===== config.mk =====
export PLATFORM = sky130hd
export DESIGN_NAME = step_sequencer
export DESIGN_NICKNAME = d
export VERILOG_FILES = /design/src/rtl/step_sequencer_pkg.sv /design/src/rtl/step_timeout_cnt.sv /design/src/rtl/step_sequencer.sv
export SDC_FILE = /design/constraint.sdc
export NUM_CORES = 1
export LEC_CHECK = 0
export BUFFER_PORTS_ARGS = -buffer_cell sky130_fd_sc_hd__buf_2
export CORE_ASPECT_RATIO = 0.7
export CORE_MARGIN = 10
export CORE_UTILIZATION = 41
export CTS_CLUSTER_SIZE = 12
export DETAILED_ROUTE_END_ITERATION = 10
export SLEW_MARGIN = 10
export SYNTH_ARGS = -nofsm -noshare
export SYNTH_HDL_FRONTEND = slang
export SYNTH_HIERARCHICAL = 1
export SYNTH_SLANG_ARGS = --single-unit

===== constraint.sdc =====
create_clock -name clk -period 2 [get_ports clk]
set_clock_uncertainty 0.1 [all_clocks]
set_input_delay 0.1 -clock clk [delete_from_list [all_inputs] [get_ports clk]]
set_output_delay 0.1 -clock clk [all_outputs]
set_load 0.05 [all_outputs]

===== src/rtl/step_sequencer_pkg.sv =====
// Shared definitions for the step sequencer: direction codes, FSM state encoding
// and the path-width / coordinate field width.
package step_sequencer_pkg;

    localparam int WIDTH_W = 5;

    localparam logic [1:0] DIR_DOWN  = 2'b00;
    localparam logic [1:0] DIR_LEFT  = 2'b01;
    localparam logic [1:0] DIR_UP    = 2'b10;
    localparam logic [1:0] DIR_RIGHT = 2'b11;

    typedef enum logic [2:0] {
        S_IDLE     = 3'd0,
        S_WAIT_DIR = 3'd1,
        S_SCAN     = 3'd2,
        S_SETTLE   = 3'd3,
        S_PRESENT  = 3'd4
    } state_t;

endpackage


===== src/rtl/step_timeout_cnt.sv =====
// Idle-cycle watchdog for the SCAN phase: counts cycles without a pixel and
// flags expiry on the cycle that would reach TIMEOUT_CYC.
module step_timeout_cnt #(
    parameter int TIMEOUT_CYC = 1023,
    parameter int CNT_W       = 10
) (
    input  logic clk,
    input  logic reset,
    input  logic en,
    input  logic clr,
    output logic expired
);

    localparam logic [CNT_W-1:0] LAST = CNT_W'(TIMEOUT_CYC - 1);

    logic [CNT_W-1:0] cnt;

    // Expiry is combinational so the owner can act on the TIMEOUT_CYC-th idle edge.
    assign expired = en && !clr && (cnt == LAST);

    always_ff @(posedge clk or negedge reset) begin
        if (!reset) begin
            cnt <= '0;
        end else if (clr || !en) begin
            cnt <= '0;
        end else if (cnt != LAST) begin
            cnt <= cnt + 1'b1;
        end
    end

endmodule


===== src/rtl/step_sequencer.sv =====
// Step sequencer: takes a direction proposal, scans 2*width+1 pixels, waits out
// the evaluator latency and presents the resulting step with a valid/ready handshake.
module step_sequencer
    import step_sequencer_pkg::*;
#(
    parameter int TIMEOUT_CYC = 1023,
    parameter int MIN_WIDTH   = 1
) (
    input  logic               clk,
    input  logic               reset,
    input  logic               start,
    input  logic               dir_valid,
    input  logic [1:0]         dir_in,
    input  logic [WIDTH_W-1:0] width_in,
    input  logic               video_data_valid,
    input  logic [WIDTH_W-1:0] coord_in,
    output logic               isDirDefined,
    output logic [1:0]         direction,
    output logic               longStep,
    output logic [WIDTH_W-1:0] pathWidth,
    output logic               step_valid,
    output logic [1:0]         step_dir,
    output logic [WIDTH_W-1:0] step_coord,
    input  logic               step_ready,
    output logic               busy,
    output logic               lost
);

    localparam logic [WIDTH_W-1:0] MIN_W = WIDTH_W'(MIN_WIDTH);

    function automatic logic [WIDTH_W-1:0] clamp_width(input logic [WIDTH_W-1:0] w);
        if (w < MIN_W) return MIN_W;
        return w;
    endfunction

    state_t             state;
    logic [WIDTH_W-1:0] pix_cnt;
    logic [WIDTH_W-1:0] pix_nxt;
    logic [WIDTH_W-1:0] pix_target;
    logic [1:0]         hist_dir;
    logic               hist_vld;
    logic               tmo_expired;

    assign pix_nxt    = pix_cnt + 1'b1;
    assign pix_target = {pathWidth[3:0], 1'b1};
    assign busy       = (state != S_IDLE);

    step_timeout_cnt #(
        .TIMEOUT_CYC (TIMEOUT_CYC),
        .CNT_W       (10)
    ) u_timeout (
        .clk     (clk),
        .reset   (reset),
        .en      (state == S_SCAN),
        .clr     (video_data_valid),
        .expired (tmo_expired)
    );

    always_ff @(posedge clk or negedge reset) begin
        if (!reset) begin
            state        <= S_IDLE;
            isDirDefined <= 1'b0;
            direction    <= DIR_DOWN;
            longStep     <= 1'b0;
            pathWidth    <= MIN_W;
            step_valid   <= 1'b0;
            step_dir     <= DIR_DOWN;
            step_coord   <= '0;
            lost         <= 1'b0;
            pix_cnt      <= '0;
            hist_dir     <= DIR_DOWN;
            hist_vld     <= 1'b0;
        end else begin
            lost <= 1'b0;
            case (state)
                S_IDLE: begin
                    if (start) state <= S_WAIT_DIR;
                end
                S_WAIT_DIR: begin
                    if (dir_valid) begin
                        direction    <= dir_in;
                        pathWidth    <= clamp_width(width_in);
                        longStep     <= hist_vld && (dir_in == hist_dir);
                        isDirDefined <= 1'b1;
                        pix_cnt      <= '0;
                        state        <= S_SCAN;
                    end
                end
                S_SCAN: begin
                    // A pixel takes priority over a coincident expiry; the watchdog clears on it anyway.
                    if (video_data_valid) begin
                        pix_cnt <= pix_nxt;
                        if (pix_nxt == pix_target) state <= S_SETTLE;
                    end else if (tmo_expired) begin
                        lost         <= 1'b1;
                        isDirDefined <= 1'b0;
                        state        <= S_IDLE;
                    end
                end
                S_SETTLE: begin
                    step_coord <= coord_in;
                    step_dir   <= direction;
                    step_valid <= 1'b1;
                    state      <= S_PRESENT;
                end
                S_PRESENT: begin
                    if (step_ready) begin
                        step_valid   <= 1'b0;
                        isDirDefined <= 1'b0;
                        hist_dir     <= direction;
                        hist_vld     <= 1'b1;
                        state        <= S_IDLE;
                    end
                end
                default: state <= S_IDLE;
            endcase
        end
    end

endmodule


==> out/metrics.cfg <==
[timing]
setup_tns_ns=0
hold_violations=0
timing.fmax_ghz=0.5570
min_period_over_period=0.8977
fin_crit_ns=1.795
max_slew_margin=0.6015
slew_violations=0
tightest_slew_ns=0.5977
rsz0062_at_grt=false
setup_viol=0

[clock_network]
cts_max_level=2
cts.sinks=39
cts_buffer_depth=2
cts_made_buffers=5
clkTransAtPathRegs_ns=0.08
root_buffer=clkbuf_8
clkLatencyLatePin_ns=0.29
postCtsSetupRepairBufs=0
cts_tree=built

[route]
wirelength_mm=4.548
drtPass1Iterations=4
initialDrtViolationCount=87
detail_route.vias_per_cell=5.266
vias=1522
wl_per_cell_um=15.74
ant_nets=0
drc=0

[worst_hold_path]
min_from=video_data_valid
hold_path.class=primary input to flip-flop

[power_and_ir_drop]
leakage_nw=1.112
power.share.switching=0.4590
ir_worst_vdd_mv=0.3674
power_density_nw_per_um2=1420
seqPwrFrac=0.353
power.share.clock=0.152
pwr-share-comb=0.495
internal-power_w=0.001908
switchingPower_w=0.001619

[worst_setup_path]
slowest_delay_ns=0.38
worstPathArrival_ns=1.88
required_ns=2.09
reg2reg_from=u_timeout/cnt[0]$_DFFE_PN0P_
cp_cell_sequence=inv_1 -> ha_2 -> and4_4 -> nand3_4 -> nor2_1 -> nor2b_4 -> a2bb2oi_1 -> o21ai_0 -> nand2b_1
worst_setup_path_start_kind=flip-flop
cp_top_family=simple AND/OR/NAND/NOR gates
crit_path_end_kind=flip-flop
cp-startpoint=u_timeout/cnt[0]$_DFFE_PN0P_
crit_buf_inv=1
cp_max_fo=5
crit_type=flip-flop to flip-flop
slowest_stage=dfrtp_1

[logic_synthesis]
yosys.area.top_type_share=0.4789
avgSynthCellArea_um2=11.54
async_flop_share=1.000
ys_types=47
synth_ff_type=dfrtp_1
seq_area_frac_synth=0.4921
syn_area_um2=1986
synth_edf_count=0
synth_nets=193
ys_warn_count=6
synth_area_leaders=dfrtp_1 (48%), mux2_4 (5.3%), mux2_2 (4.5%)
synthCells=172
ys_seq_elements=39
yosysTopAreaCell=dfrtp_1

[floorplanning]
initial_core_util=0.4198
dieArea_um2=8071
fp.dieH_um=78.23
boundaryPins=37
coreArea_um2=4730
die_w_um=103.2
rows=21

[grt]
antenna_found_initial=0
grt_pass1_vias=1476
grt-ovfl-total=0
gr-usage-all-layers=0.1141
grt_max_degree=26
grt_pass1_wl_mm=7.431

[cells_and_area]
antenna_cells=0
layout_commonest_cell=dfrtp_1
fin_nets=252
final_cell_mix=dfrtp_1 (37), buf_2 (36), dlygate4sd3_1 (14)
drive_above_1_share=0.3578
area_delta_synth_final_pct=25.08
final_cells=289
nFillCells=419

[placement]
gp_congestion=0.8509
portBuffers=36
place_inst=267
dp_hpwl_mm=3.200

[status]
status=complete, no violations

[run]
drv_cap=0

## power by group through the flow
stage	logic, W	clock network, W	registers (W)
6_report	0.00175	0.000535	0.00125
4_1_cts	0.00176	0.000556	0.00125
2_1_floorplan	0.000816	0	0.00179
3_5_place_dp	0.00173	0	0.00126
5_1_grt	0.00187	0.000579	0.00128
3_3_place_gp	0.00173	0	0.00125
## through the flow
stage / power (W) / instance area, um^2 / setup WS, ns / util / hold WS, ns
6_report: 0.003527 / 2484 / 0.2045 / 0.5251 / 0.03128
3_5_place_dp: 0.002992 / 2243 / 0.1359 / 0.4743 / 0.03897
4_1_cts: 0.003559 / 2472 / 0.1197 / 0.5228 / 0.005440
2_1_floorplan: 0.002604 / 1986 / 0.2455 / - / -0.2956
3_3_place_gp: 0.002976 / 2243 / 0.2010 / 0.4743 / 0.03163
5_1_grt: 0.003732 / 2484 / 0.003864 / 0.5251 / 0.04704
## what timing repair did
| item | 4_1_cts | 5_1_grt |
|---|---|---|
| endpoints found under the hold margin | 36 | 0 |
| hold buffers | 14 | 0 |
| gates resized for setup | 0 | 4 |
| setup endpoints to repair | 0 | 1 |
## layout make-up
class,instances,area [um^2],area share
clock buffer,5,68.82,0.02771
clock inverter,3,20.02,0.008060
inverter,6,22.52,0.009068
multi-input combinational,120,934.6,0.3763
sequential,39,978.4,0.3940
tap,57,71.32,0.02872
timing repair buffer,59,387.9,0.1562
## final timing paths
check	cells after the start	end	slack, ns
max in group asynchronous	3	pathWidth[0]$_DFFE_PN1P_	0.93
setup / recovery	9	isDirDefined$_DFFE_PN0P_	0.20
hold / removal	3	pix_cnt[2]$_DFFE_PN0P_	0.03
setup reg to reg	9	isDirDefined$_DFFE_PN0P_	0.20
min in group asynchronous	2	u_timeout/cnt[9]$_DFFE_PN0P_	0.24
hold reg to reg	1	hist_vld$_DFFE_PN0P_	0.39
## state kept, by name, indices dropped and copies added (netlist names)
| register | cells |
|---|---|
| state | 3 |
| pix_cnt | 5 |
| step_valid | 1 |
| direction | 2 |
| step_coord | 5 |
| pathWidth | 5 |
| u_timeout/cnt | 10 |
| hist_dir | 2 |
| isDirDefined | 1 |
| hist_vld | 1 |
| lost | 1 |
| step_dir | 2 |
| longStep | 1 |
## Yosys cell counts (2+ instances only)
cell       n
xnor2_1    3
inv_1      6
and4_4     2
nand3_1    4
nor3_2     2
buf_6      4
a21oi_1    6
nor4_1     3
nor3_1     4
and3_1     2
o21ai_0    8
nor2b_1    2
o21ai_1    3
mux2_2     8
nand3b_1   2
xor2_1     5
mux2_4     7
a311oi_1   2
nor2_1     6
a31oi_1    8
nand4_1    5
dfrtp_1   38
nand2_1   11
a211oi_1   4
ha_1       3
nand2b_1   3
## logic make-up (layout without fill, tap and decap cells)
kind of cell,Yosys count,in the layout,share of synthesized area
mux,15,15,0.09830
fa+ha+maj,3,3,0.01891
buf+inv,13,73,0.04221
compound gates,37,37,0.1191
flops,39,39,0.4921
xor+xnor,9,9,0.04726
simple gates,56,56,0.1821
## worst min-delay path, stage by stage
cell,delay [ns]
buf_2,0.15
nand3_1,0.08
o21ai_1,0.06
## routing by layer
layer	up-vias	global-route usage	share of wire
met5	-	0	0
met4	0	0.03740	0
met3	0	0.03062	0.065
met2	30	0.1636	0.44
met1	737	0.1614	0.49
li1	755	-	-
(Power assumes the default switching activity.)
